## config.mk

```make
export PLATFORM = sky130hd
export DESIGN_NAME = axi4_region_decoder_flat
export DESIGN_NICKNAME = d
export VERILOG_FILES = /design/src/rtl/axi4_region_decoder_if.sv /design/src/rtl/axi4_region_decoder.sv /design/src/flat_wrapper.sv
export SDC_FILE = /design/constraint.sdc
export NUM_CORES = 2
export LEC_CHECK = 0
export ABC_AREA = 1
export BUFFER_PORTS_ARGS = -buffer_cell sky130_fd_sc_hd__buf_2
export CORE_UTILIZATION = 57
export DETAILED_ROUTE_END_ITERATION = 6
export PLACE_DENSITY_LB_ADDON = 0.12
export SETUP_SLACK_MARGIN = 0.5
export SLEW_MARGIN = 10
export SYNTH_ARGS = -nofsm -noshare
export SYNTH_HDL_FRONTEND = slang
export SYNTH_SLANG_ARGS = --single-unit
```

## constraint.sdc

```tcl
create_clock -name aclk -period 5.95 [get_ports aclk]
set_clock_uncertainty 0.15 [all_clocks]
set_input_delay 1.19 -clock aclk [delete_from_list [all_inputs] [get_ports aclk]]
set_output_delay 1.19 -clock aclk [all_outputs]
set_load 0.01 [all_outputs]
```

## src/rtl/axi4_region_decoder_if.sv

```systemverilog
// One decode channel: request in, registered result out.
// Signals: in_valid/ready, addr, prot, master; out_valid/ready, slave, err.
interface axi4_region_decoder_if #(
  parameter int ADDR_WIDTH = 40,
  parameter int NUM_SLAVES = 8,
  parameter int MW         = 3
);
  logic                  in_valid;
  logic                  in_ready;
  logic [ADDR_WIDTH-1:0] in_addr;
  logic [2:0]            in_prot;
  logic [MW-1:0]         in_master;
  logic                  out_valid;
  logic                  out_ready;
  logic [NUM_SLAVES-1:0] out_slave;
  logic [1:0]            out_err;

  modport master (
    output in_valid, in_addr, in_prot, in_master, out_ready,
    input  in_ready, out_valid, out_slave, out_err
  );

  modport slave (
    input  in_valid, in_addr, in_prot, in_master, out_ready,
    output in_ready, out_valid, out_slave, out_err
  );
endinterface

```

## src/rtl/axi4_region_decoder.sv

```systemverilog
// Registered AW/AR region decoder with programmable table and error status.
// Ports: aclk/areset, aw/ar channel interfaces, cfg_* table write, err_* status.
module axi4_region_decoder #(
  parameter  int ADDR_WIDTH  = 40,
  parameter  int NUM_SLAVES  = 8,
  parameter  int NUM_MASTERS = 8,
  parameter  int NUM_REGIONS = 8,
  localparam int SW = $clog2(NUM_SLAVES),
  localparam int MW = $clog2(NUM_MASTERS),
  localparam int RW = $clog2(NUM_REGIONS)
) (
  input  logic                   aclk,
  input  logic                   areset,
  axi4_region_decoder_if.slave   aw,
  axi4_region_decoder_if.slave   ar,
  input  logic                   cfg_we,
  input  logic [RW-1:0]          cfg_idx,
  input  logic [ADDR_WIDTH-1:0]  cfg_base,
  input  logic [ADDR_WIDTH-1:0]  cfg_limit,
  input  logic [SW-1:0]          cfg_slave,
  input  logic [NUM_MASTERS-1:0] cfg_mmask,
  input  logic [2:0]             cfg_prot_mask,
  input  logic [2:0]             cfg_prot_val,
  input  logic                   cfg_en,
  input  logic                   cfg_lock,
  output logic                   locked,
  input  logic                   err_clear,
  output logic                   err_valid,
  output logic [ADDR_WIDTH-1:0]  err_addr,
  output logic [MW-1:0]          err_master,
  output logic [1:0]             err_code,
  output logic                   err_is_write,
  output logic [15:0]            err_count
);

  // Region table
  logic                   en_q    [NUM_REGIONS];
  logic                   en_d    [NUM_REGIONS];
  logic [ADDR_WIDTH-1:0]  base_q  [NUM_REGIONS];
  logic [ADDR_WIDTH-1:0]  base_d  [NUM_REGIONS];
  logic [ADDR_WIDTH-1:0]  limit_q [NUM_REGIONS];
  logic [ADDR_WIDTH-1:0]  limit_d [NUM_REGIONS];
  logic [SW-1:0]          slv_q   [NUM_REGIONS];
  logic [SW-1:0]          slv_d   [NUM_REGIONS];
  logic [NUM_MASTERS-1:0] mmask_q [NUM_REGIONS];
  logic [NUM_MASTERS-1:0] mmask_d [NUM_REGIONS];
  logic [2:0]             pmask_q [NUM_REGIONS];
  logic [2:0]             pmask_d [NUM_REGIONS];
  logic [2:0]             pval_q  [NUM_REGIONS];
  logic [2:0]             pval_d  [NUM_REGIONS];
  logic                   locked_q, locked_d;

  // Channel 0 is AW, channel 1 is AR
  logic [ADDR_WIDTH-1:0]  c_addr   [2];
  logic [2:0]             c_prot   [2];
  logic [MW-1:0]          c_mst    [2];
  logic                   c_ivld   [2];
  logic                   c_ordy   [2];
  logic                   c_irdy   [2];
  logic                   c_acc    [2];
  logic                   c_err    [2];
  logic [NUM_SLAVES-1:0]  dec_slv  [2];
  logic [1:0]             dec_err  [2];
  logic                   ov_q     [2];
  logic                   ov_d     [2];
  logic [NUM_SLAVES-1:0]  os_q     [2];
  logic [NUM_SLAVES-1:0]  os_d     [2];
  logic [1:0]             oe_q     [2];
  logic [1:0]             oe_d     [2];

  // Error status
  logic                   ev_q, ev_d;
  logic [ADDR_WIDTH-1:0]  ea_q, ea_d;
  logic [MW-1:0]          em_q, em_d;
  logic [1:0]             ec_q, ec_d;
  logic                   ew_q, ew_d;
  logic [15:0]            cnt_q, cnt_d;

  assign c_addr[0] = aw.in_addr;
  assign c_addr[1] = ar.in_addr;
  assign c_prot[0] = aw.in_prot;
  assign c_prot[1] = ar.in_prot;
  assign c_mst[0]  = aw.in_master;
  assign c_mst[1]  = ar.in_master;
  assign c_ivld[0] = aw.in_valid;
  assign c_ivld[1] = ar.in_valid;
  assign c_ordy[0] = aw.out_ready;
  assign c_ordy[1] = ar.out_ready;

  assign aw.in_ready  = c_irdy[0];
  assign ar.in_ready  = c_irdy[1];
  assign aw.out_valid = ov_q[0];
  assign ar.out_valid = ov_q[1];
  assign aw.out_slave = os_q[0];
  assign ar.out_slave = os_q[1];
  assign aw.out_err   = oe_q[0];
  assign ar.out_err   = oe_q[1];

  assign locked       = locked_q;
  assign err_valid    = ev_q;
  assign err_addr     = ea_q;
  assign err_master   = em_q;
  assign err_code     = ec_q;
  assign err_is_write = ew_q;
  assign err_count    = cnt_q;

  // Table update
  always_comb begin
    en_d     = en_q;
    base_d   = base_q;
    limit_d  = limit_q;
    slv_d    = slv_q;
    mmask_d  = mmask_q;
    pmask_d  = pmask_q;
    pval_d   = pval_q;
    locked_d = locked_q | cfg_lock;
    if (cfg_we && !locked_q) begin
      en_d[cfg_idx]    = cfg_en;
      base_d[cfg_idx]  = cfg_base;
      limit_d[cfg_idx] = cfg_limit;
      slv_d[cfg_idx]   = cfg_slave;
      mmask_d[cfg_idx] = cfg_mmask;
      pmask_d[cfg_idx] = cfg_prot_mask;
      pval_d[cfg_idx]  = cfg_prot_val;
    end
  end

  // Decode and output stage, per channel
  always_comb begin
    logic          hit;
    logic [RW-1:0] win;
    for (int c = 0; c < 2; c++) begin
      hit = 1'b0;
      win = '0;
      // Descending scan so the lowest matching index wins
      for (int r = NUM_REGIONS - 1; r >= 0; r--) begin
        if (en_q[r] &&
            c_addr[c] >= base_q[r] &&
            c_addr[c] <= limit_q[r] &&
            {{(32-SW){1'b0}}, slv_q[r]} < NUM_SLAVES) begin
          hit = 1'b1;
          win = RW'(r);
        end
      end
      dec_slv[c] = '0;
      dec_err[c] = 2'd1;
      if (hit) begin
        if (!mmask_q[win][c_mst[c]]) begin
          dec_err[c] = 2'd2;
        end else if ((c_prot[c] & pmask_q[win]) !=
                     (pval_q[win] & pmask_q[win])) begin
          dec_err[c] = 2'd3;
        end else begin
          dec_err[c] = 2'd0;
          dec_slv[c] = {{(NUM_SLAVES-1){1'b0}}, 1'b1}
                       << slv_q[win];
        end
      end
      c_irdy[c] = !areset && (!ov_q[c] || c_ordy[c]);
      c_acc[c]  = c_ivld[c] && c_irdy[c];
      c_err[c]  = c_acc[c] && (dec_err[c] != 2'd0);
      ov_d[c]   = ov_q[c] && !c_ordy[c];
      os_d[c]   = os_q[c];
      oe_d[c]   = oe_q[c];
      if (c_acc[c]) begin
        ov_d[c] = 1'b1;
        os_d[c] = dec_slv[c];
        oe_d[c] = dec_err[c];
      end
    end
  end

  // Error capture; a clear in the same cycle acts before new errors
  always_comb begin
    logic [16:0] sum;
    logic        vbase;
    vbase = ev_q && !err_clear;
    sum   = {1'b0, (err_clear ? 16'd0 : cnt_q)}
            + 17'(c_err[0]) + 17'(c_err[1]);
    cnt_d = sum[16] ? 16'hFFFF : sum[15:0];
    ev_d  = vbase;
    ea_d  = ea_q;
    em_d  = em_q;
    ec_d  = ec_q;
    ew_d  = ew_q;
    if (!vbase && (c_err[0] || c_err[1])) begin
      ev_d = 1'b1;
      ew_d = c_err[0];
      if (c_err[0]) begin
        ea_d = c_addr[0];
        em_d = c_mst[0];
        ec_d = dec_err[0];
      end else begin
        ea_d = c_addr[1];
        em_d = c_mst[1];
        ec_d = dec_err[1];
      end
    end
  end

  always_ff @(posedge aclk) begin
    if (areset) begin
      for (int r = 0; r < NUM_REGIONS; r++) begin
        en_q[r]    <= 1'b0;
        base_q[r]  <= '0;
        limit_q[r] <= '0;
        slv_q[r]   <= '0;
        mmask_q[r] <= '0;
        pmask_q[r] <= '0;
        pval_q[r]  <= '0;
      end
      for (int c = 0; c < 2; c++) begin
        ov_q[c] <= 1'b0;
        os_q[c] <= '0;
        oe_q[c] <= '0;
      end
      locked_q <= 1'b0;
      ev_q     <= 1'b0;
      ea_q     <= '0;
      em_q     <= '0;
      ec_q     <= '0;
      ew_q     <= 1'b0;
      cnt_q    <= '0;
    end else begin
      en_q     <= en_d;
      base_q   <= base_d;
      limit_q  <= limit_d;
      slv_q    <= slv_d;
      mmask_q  <= mmask_d;
      pmask_q  <= pmask_d;
      pval_q   <= pval_d;
      ov_q     <= ov_d;
      os_q     <= os_d;
      oe_q     <= oe_d;
      locked_q <= locked_d;
      ev_q     <= ev_d;
      ea_q     <= ea_d;
      em_q     <= em_d;
      ec_q     <= ec_d;
      ew_q     <= ew_d;
      cnt_q    <= cnt_d;
    end
  end

endmodule

```

## src/flat_wrapper.sv

```systemverilog
// flat-port wrapper written by rule: the top's interface ports become plain ports
module axi4_region_decoder_flat 
#(
  parameter  int ADDR_WIDTH  = 40,
  parameter  int NUM_SLAVES  = 8,
  parameter  int NUM_MASTERS = 8,
  parameter  int NUM_REGIONS = 8,
  localparam int SW = $clog2(NUM_SLAVES),
  localparam int MW = $clog2(NUM_MASTERS),
  localparam int RW = $clog2(NUM_REGIONS)
)
  (aclk, areset, cfg_we, cfg_idx, cfg_base, cfg_limit, cfg_slave, cfg_mmask, cfg_prot_mask, cfg_prot_val, cfg_en, cfg_lock, locked, err_clear, err_valid, err_addr, err_master, err_code, err_is_write, err_count, aw_in_valid, aw_in_addr, aw_in_prot, aw_in_master, aw_out_ready, aw_in_ready, aw_out_valid, aw_out_slave, aw_out_err, ar_in_valid, ar_in_addr, ar_in_prot, ar_in_master, ar_out_ready, ar_in_ready, ar_out_valid, ar_out_slave, ar_out_err);
  axi4_region_decoder_if #(.ADDR_WIDTH(ADDR_WIDTH), .NUM_SLAVES(NUM_SLAVES), .MW(3)) aw_i ();
  axi4_region_decoder_if #(.ADDR_WIDTH(ADDR_WIDTH), .NUM_SLAVES(NUM_SLAVES), .MW(3)) ar_i ();
  input  logic aclk;
  input  logic areset;
  input  logic cfg_we;
  input  logic [RW-1:0] cfg_idx;
  input  logic [ADDR_WIDTH-1:0] cfg_base;
  input  logic [ADDR_WIDTH-1:0] cfg_limit;
  input  logic [SW-1:0] cfg_slave;
  input  logic [NUM_MASTERS-1:0] cfg_mmask;
  input  logic [2:0] cfg_prot_mask;
  input  logic [2:0] cfg_prot_val;
  input  logic cfg_en;
  input  logic cfg_lock;
  output logic locked;
  input  logic err_clear;
  output logic err_valid;
  output logic [ADDR_WIDTH-1:0] err_addr;
  output logic [MW-1:0] err_master;
  output logic [1:0] err_code;
  output logic err_is_write;
  output logic [15:0] err_count;
  input wire logic [$bits(aw_i.in_valid)-1:0] aw_in_valid;
  input wire logic [$bits(aw_i.in_addr)-1:0] aw_in_addr;
  input wire logic [$bits(aw_i.in_prot)-1:0] aw_in_prot;
  input wire logic [$bits(aw_i.in_master)-1:0] aw_in_master;
  input wire logic [$bits(aw_i.out_ready)-1:0] aw_out_ready;
  output wire logic [$bits(aw_i.in_ready)-1:0] aw_in_ready;
  output wire logic [$bits(aw_i.out_valid)-1:0] aw_out_valid;
  output wire logic [$bits(aw_i.out_slave)-1:0] aw_out_slave;
  output wire logic [$bits(aw_i.out_err)-1:0] aw_out_err;
  input wire logic [$bits(ar_i.in_valid)-1:0] ar_in_valid;
  input wire logic [$bits(ar_i.in_addr)-1:0] ar_in_addr;
  input wire logic [$bits(ar_i.in_prot)-1:0] ar_in_prot;
  input wire logic [$bits(ar_i.in_master)-1:0] ar_in_master;
  input wire logic [$bits(ar_i.out_ready)-1:0] ar_out_ready;
  output wire logic [$bits(ar_i.in_ready)-1:0] ar_in_ready;
  output wire logic [$bits(ar_i.out_valid)-1:0] ar_out_valid;
  output wire logic [$bits(ar_i.out_slave)-1:0] ar_out_slave;
  output wire logic [$bits(ar_i.out_err)-1:0] ar_out_err;
  assign aw_i.in_valid = aw_in_valid;
  assign aw_i.in_addr = aw_in_addr;
  assign aw_i.in_prot = aw_in_prot;
  assign aw_i.in_master = aw_in_master;
  assign aw_i.out_ready = aw_out_ready;
  assign aw_in_ready = aw_i.in_ready;
  assign aw_out_valid = aw_i.out_valid;
  assign aw_out_slave = aw_i.out_slave;
  assign aw_out_err = aw_i.out_err;
  assign ar_i.in_valid = ar_in_valid;
  assign ar_i.in_addr = ar_in_addr;
  assign ar_i.in_prot = ar_in_prot;
  assign ar_i.in_master = ar_in_master;
  assign ar_i.out_ready = ar_out_ready;
  assign ar_in_ready = ar_i.in_ready;
  assign ar_out_valid = ar_i.out_valid;
  assign ar_out_slave = ar_i.out_slave;
  assign ar_out_err = ar_i.out_err;
  axi4_region_decoder #(.ADDR_WIDTH(ADDR_WIDTH), .NUM_SLAVES(NUM_SLAVES), .NUM_MASTERS(NUM_MASTERS), .NUM_REGIONS(NUM_REGIONS)) u_core (.aclk(aclk), .areset(areset), .aw(aw_i), .ar(ar_i), .cfg_we(cfg_we), .cfg_idx(cfg_idx), .cfg_base(cfg_base), .cfg_limit(cfg_limit), .cfg_slave(cfg_slave), .cfg_mmask(cfg_mmask), .cfg_prot_mask(cfg_prot_mask), .cfg_prot_val(cfg_prot_val), .cfg_en(cfg_en), .cfg_lock(cfg_lock), .locked(locked), .err_clear(err_clear), .err_valid(err_valid), .err_addr(err_addr), .err_master(err_master), .err_code(err_code), .err_is_write(err_is_write), .err_count(err_count));
endmodule
```

==> results.sh <==
export IMPL_outcome="finished, violations left"
export IMPL_violations="design-rule violations, negative setup slack"
export IMPL_grt_overflow=0
export IMPL_wl_per_cell_um=22.5
export IMPL_leakagePower_nw=36.3
export IMPL_setup_worst_path_class="input pin to flop"
export IMPL_ir_worst_vdd_mv=0.218
export IMPL_worst_slew_pin_slew_ns=1.42
export IMPL_ff2ff_setup_slack_ns=-0.16
export IMPL_tns_ns=-6.50
export IMPL_seq_area_um2=17400
export IMPL_path_clk_slew_ns=0.06
export IMPL_worstPathMaxFanout=9
export IMPL_grt_pass1_wl_um=370000
export IMPL_ys_types=52
export IMPL_grt_pass1_vias=62980
export IMPL_syn_area_um2=63500
export IMPL_chipHeight_um=336
export IMPL_n_fill_cell=8801
export IMPL_pre_cts_slack_ns=-1.82
export IMPL_antenna_found_initial=18
export IMPL_min_path_type="flop to flop"
export IMPL_place_area_um2=73000
export IMPL_cts_tree="yes"
export IMPL_drt_iter0_markers=7066
export IMPL_ys_seq_area_share_pct=27.4
export IMPL_place_hpwl_um=181000
export IMPL_rsz0062_at_grt="yes"
export IMPL_max_clock_freq_mhz=156
export IMPL_ioPinCount=290
export IMPL_gp_congestion=1.09
export IMPL_hold_buffers=0
export IMPL_synth_seq_cells=870
export IMPL_critPathArrivalTime_ns=6.90
export IMPL_clk_latency_ns=0.72
export IMPL_dp_cells=11162
export IMPL_cts_sinks=870
export IMPL_dr_pass1_iters=7
export IMPL_end_kind="flop"
export IMPL_core_area_um2=111000
export IMPL_vias=68704
export IMPL_fin_cells=11468
export IMPL_ys_warn_count=0
export IMPL_path_buf_inv=12
export IMPL_drive_above_1_share_pct=19.6
export IMPL_finalSetupViolations=16
export IMPL_stdcell_area_um2=81300
export IMPL_min_period_ns=6.40
export IMPL_port_buffers=289
export IMPL_finalHoldViolations=0
export IMPL_grt_max_degree=156
export IMPL_wl_um=258000
export IMPL_cp_start_kind="input pin"
export IMPL_drv_cap=0
export IMPL_vias_per_cell=5.99
export IMPL_fin_ws_ns=-0.452
export IMPL_maxSlewHeadroom_pct=5.26
export IMPL_start_util_pct=57.5
export IMPL_syn_area_per_cell_um2=7.16
export IMPL_rows=122
export IMPL_cpMaxStageDelayCell="fa_2"
export IMPL_synth_cells=8869
export IMPL_hold_ws_ns=0.315
export IMPL_multiInputGateArea_um2=43400
export IMPL_slew_violations=0
export IMPL_cts_made_buffers=99
export IMPL_remaining_drc_errors=2
export IMPL_area_growth_pct=28.0
export IMPL_final_nets=11377
export IMPL_syn_nets=10353
export IMPL_fin_crit_sh_pct=108
export IMPL_cpMostUsedCell="nand3_2"
export IMPL_clock_path_buffers=3
export IMPL_grtUsageTotal_pct=42.7
export IMPL_max_stage_delay_ns=0.37
export IMPL_die_area_um2=113000
export IMPL_root_buffer="clkbuf_16"
export IMPL_power_density_nw_per_um2=204
export IMPL_fp_dieW_um=336
export IMPL_crit_required_ns=6.45
export IMPL_crit_family="simple AND/OR/NAND/NOR gates"
export IMPL_antenna_left=0
export IMPL_htree_levels=3
==> path summary, 6_finish.rpt <==
path                               start                     end  cells after the start
setup reg to reg     u_core.limit_q[111]    u_core.err_count[12]                     46
hold reg to reg   u_core.ar.out_slave[1]  u_core.ar.out_slave[1]                      2
hold / removal    u_core.ar.out_slave[1]  u_core.ar.out_slave[1]                      2
setup / recovery          ar_in_addr[36]    u_core.err_count[12]                     40
==> worst min-delay path: stages (launching register included) <==
cell and delay [ns]:
dfxtp_1 0.31, nand2_1 0.06, a21oi_1 0.05
==> report_power, final <==
group / leakage [nW] / internal [mW] / total (mW) / switching (mW)
sequential: 7.06 / 6.02 / 6.10 / 0.0840
combinational: 27.6 / 1.60 / 4.04 / 2.45
clock: 1.61 / 3.67 / 6.43 / 2.75
==> kinds of logic (layout without fill, tap and decap cells) <==
logic type               after synthesis  in the layout  share of synthesized area [%]
other                                  0             10                              0
AO/OA/AOI/OAI                       2396           2396                           19.5
adder cells (fa/ha/maj)             1282           1282                           25.3
AND/OR/NAND/NOR                     2895           2896                           19.1
XOR/XNOR                               7              7                         0.0965
flip-flops                           870            870                           27.4
buffers and inverters               1419           2519                           8.63
==> layout by cell type, fill, tap and decap left out, types with 33 or more instances in the layout <==
cell type,n
buf_4,834
buf_2,228
nand2_2,93
nand4_1,154
a21oi_1,1243
nand3_2,78
o21ai_0,942
o211ai_1,33
buf_6,71
ha_4,67
clkbuf_16,124
nor2_2,70
nand3_1,377
dfxtp_1,870
inv_1,1021
o21a_1,35
buf_12,95
ha_1,1212
nor2_1,655
nand2_1,1304
==> layout make-up <==
class	instances	area share (%)
diodes	10	0.0308
repair buffers	1281	13.7
well taps	1488	2.29
clock buffers	140	3.50
inverters	1059	5.01
repair inverters	1	0.0108
multi-input cells	6581	53.4
clock inverters	38	0.554
flip-flops and latches	870	21.4
==> repair_timing <==
action | CTS | global route
setup buffers | 25 | 61
pin swaps | 55 | 184
cloned | 3 | 29
resized for setup | 268 | 566
setup endpoints to repair | 71 | 62
==> cells in the mapped netlist, drive strengths merged <==
cell type | number | area share, %
a211oi | 7 | 0.083
a21o | 18 | 0.21
a21oi | 1272 | 10
a221oi | 1 | 0.014
a31o | 2 | 0.028
a31oi | 14 | 0.14
a32o | 10 | 0.16
and2 | 4 | 0.039
and3 | 2 | 0.020
buf | 73 | 0.65
clkbuf | 287 | 1.7
dfxtp | 870 | 27
fa | 1 | 0.032
ha | 1281 | 25
inv | 1059 | 6.3
nand2 | 1415 | 8.4
nand3 | 471 | 3.7
nand3b | 13 | 0.15
nand4 | 155 | 1.5
nor2 | 752 | 4.5
nor3 | 52 | 0.43
nor3b | 5 | 0.059
nor4 | 20 | 0.22
o2111ai | 2 | 0.028
o211ai | 33 | 0.39
o21a | 36 | 0.43
o21ai | 980 | 7.7
o21bai | 10 | 0.12
o221ai | 6 | 0.083
o311a | 1 | 0.016
o311ai | 2 | 0.028
o31ai | 2 | 0.024
or2 | 4 | 0.039
or3 | 1 | 0.0099
or4 | 1 | 0.012
xnor2 | 3 | 0.041
xor2 | 4 | 0.055
==> per-stage QoR <==
step / util [%] / total power [mW]
CTS: 70.2 / 16.2
floorplan: - / 8.10
finish: 73.6 / 16.6
detailed placement: 66.0 / 9.76
global placement: 66.0 / 9.64
global route: 73.5 / 17.2
==> state kept, by name (all words and copies together) (netlist names), 16 cells and up <==
register	cells
u_core.base_q	320
u_core.limit_q	320
u_core.mmask_q	64
u_core.err_addr	40
u_core.pmask_q	24
u_core.pval_q	24
u_core.slv_q	24
u_core.err_count	16
==> metal layers <==
layer  share of wire [%]  up-vias  global-route usage, %  routed length [um]
li1                    -    32250                      -                   -
met1                  39    31856                   55.4              101000
met2                  43     3648                   65.5              110000
met3                  11      938                   8.47               28300
met4                 6.9       12                   25.1               17600
met5               0.033        -                      0                  86
(Power assumes the default switching activity.)
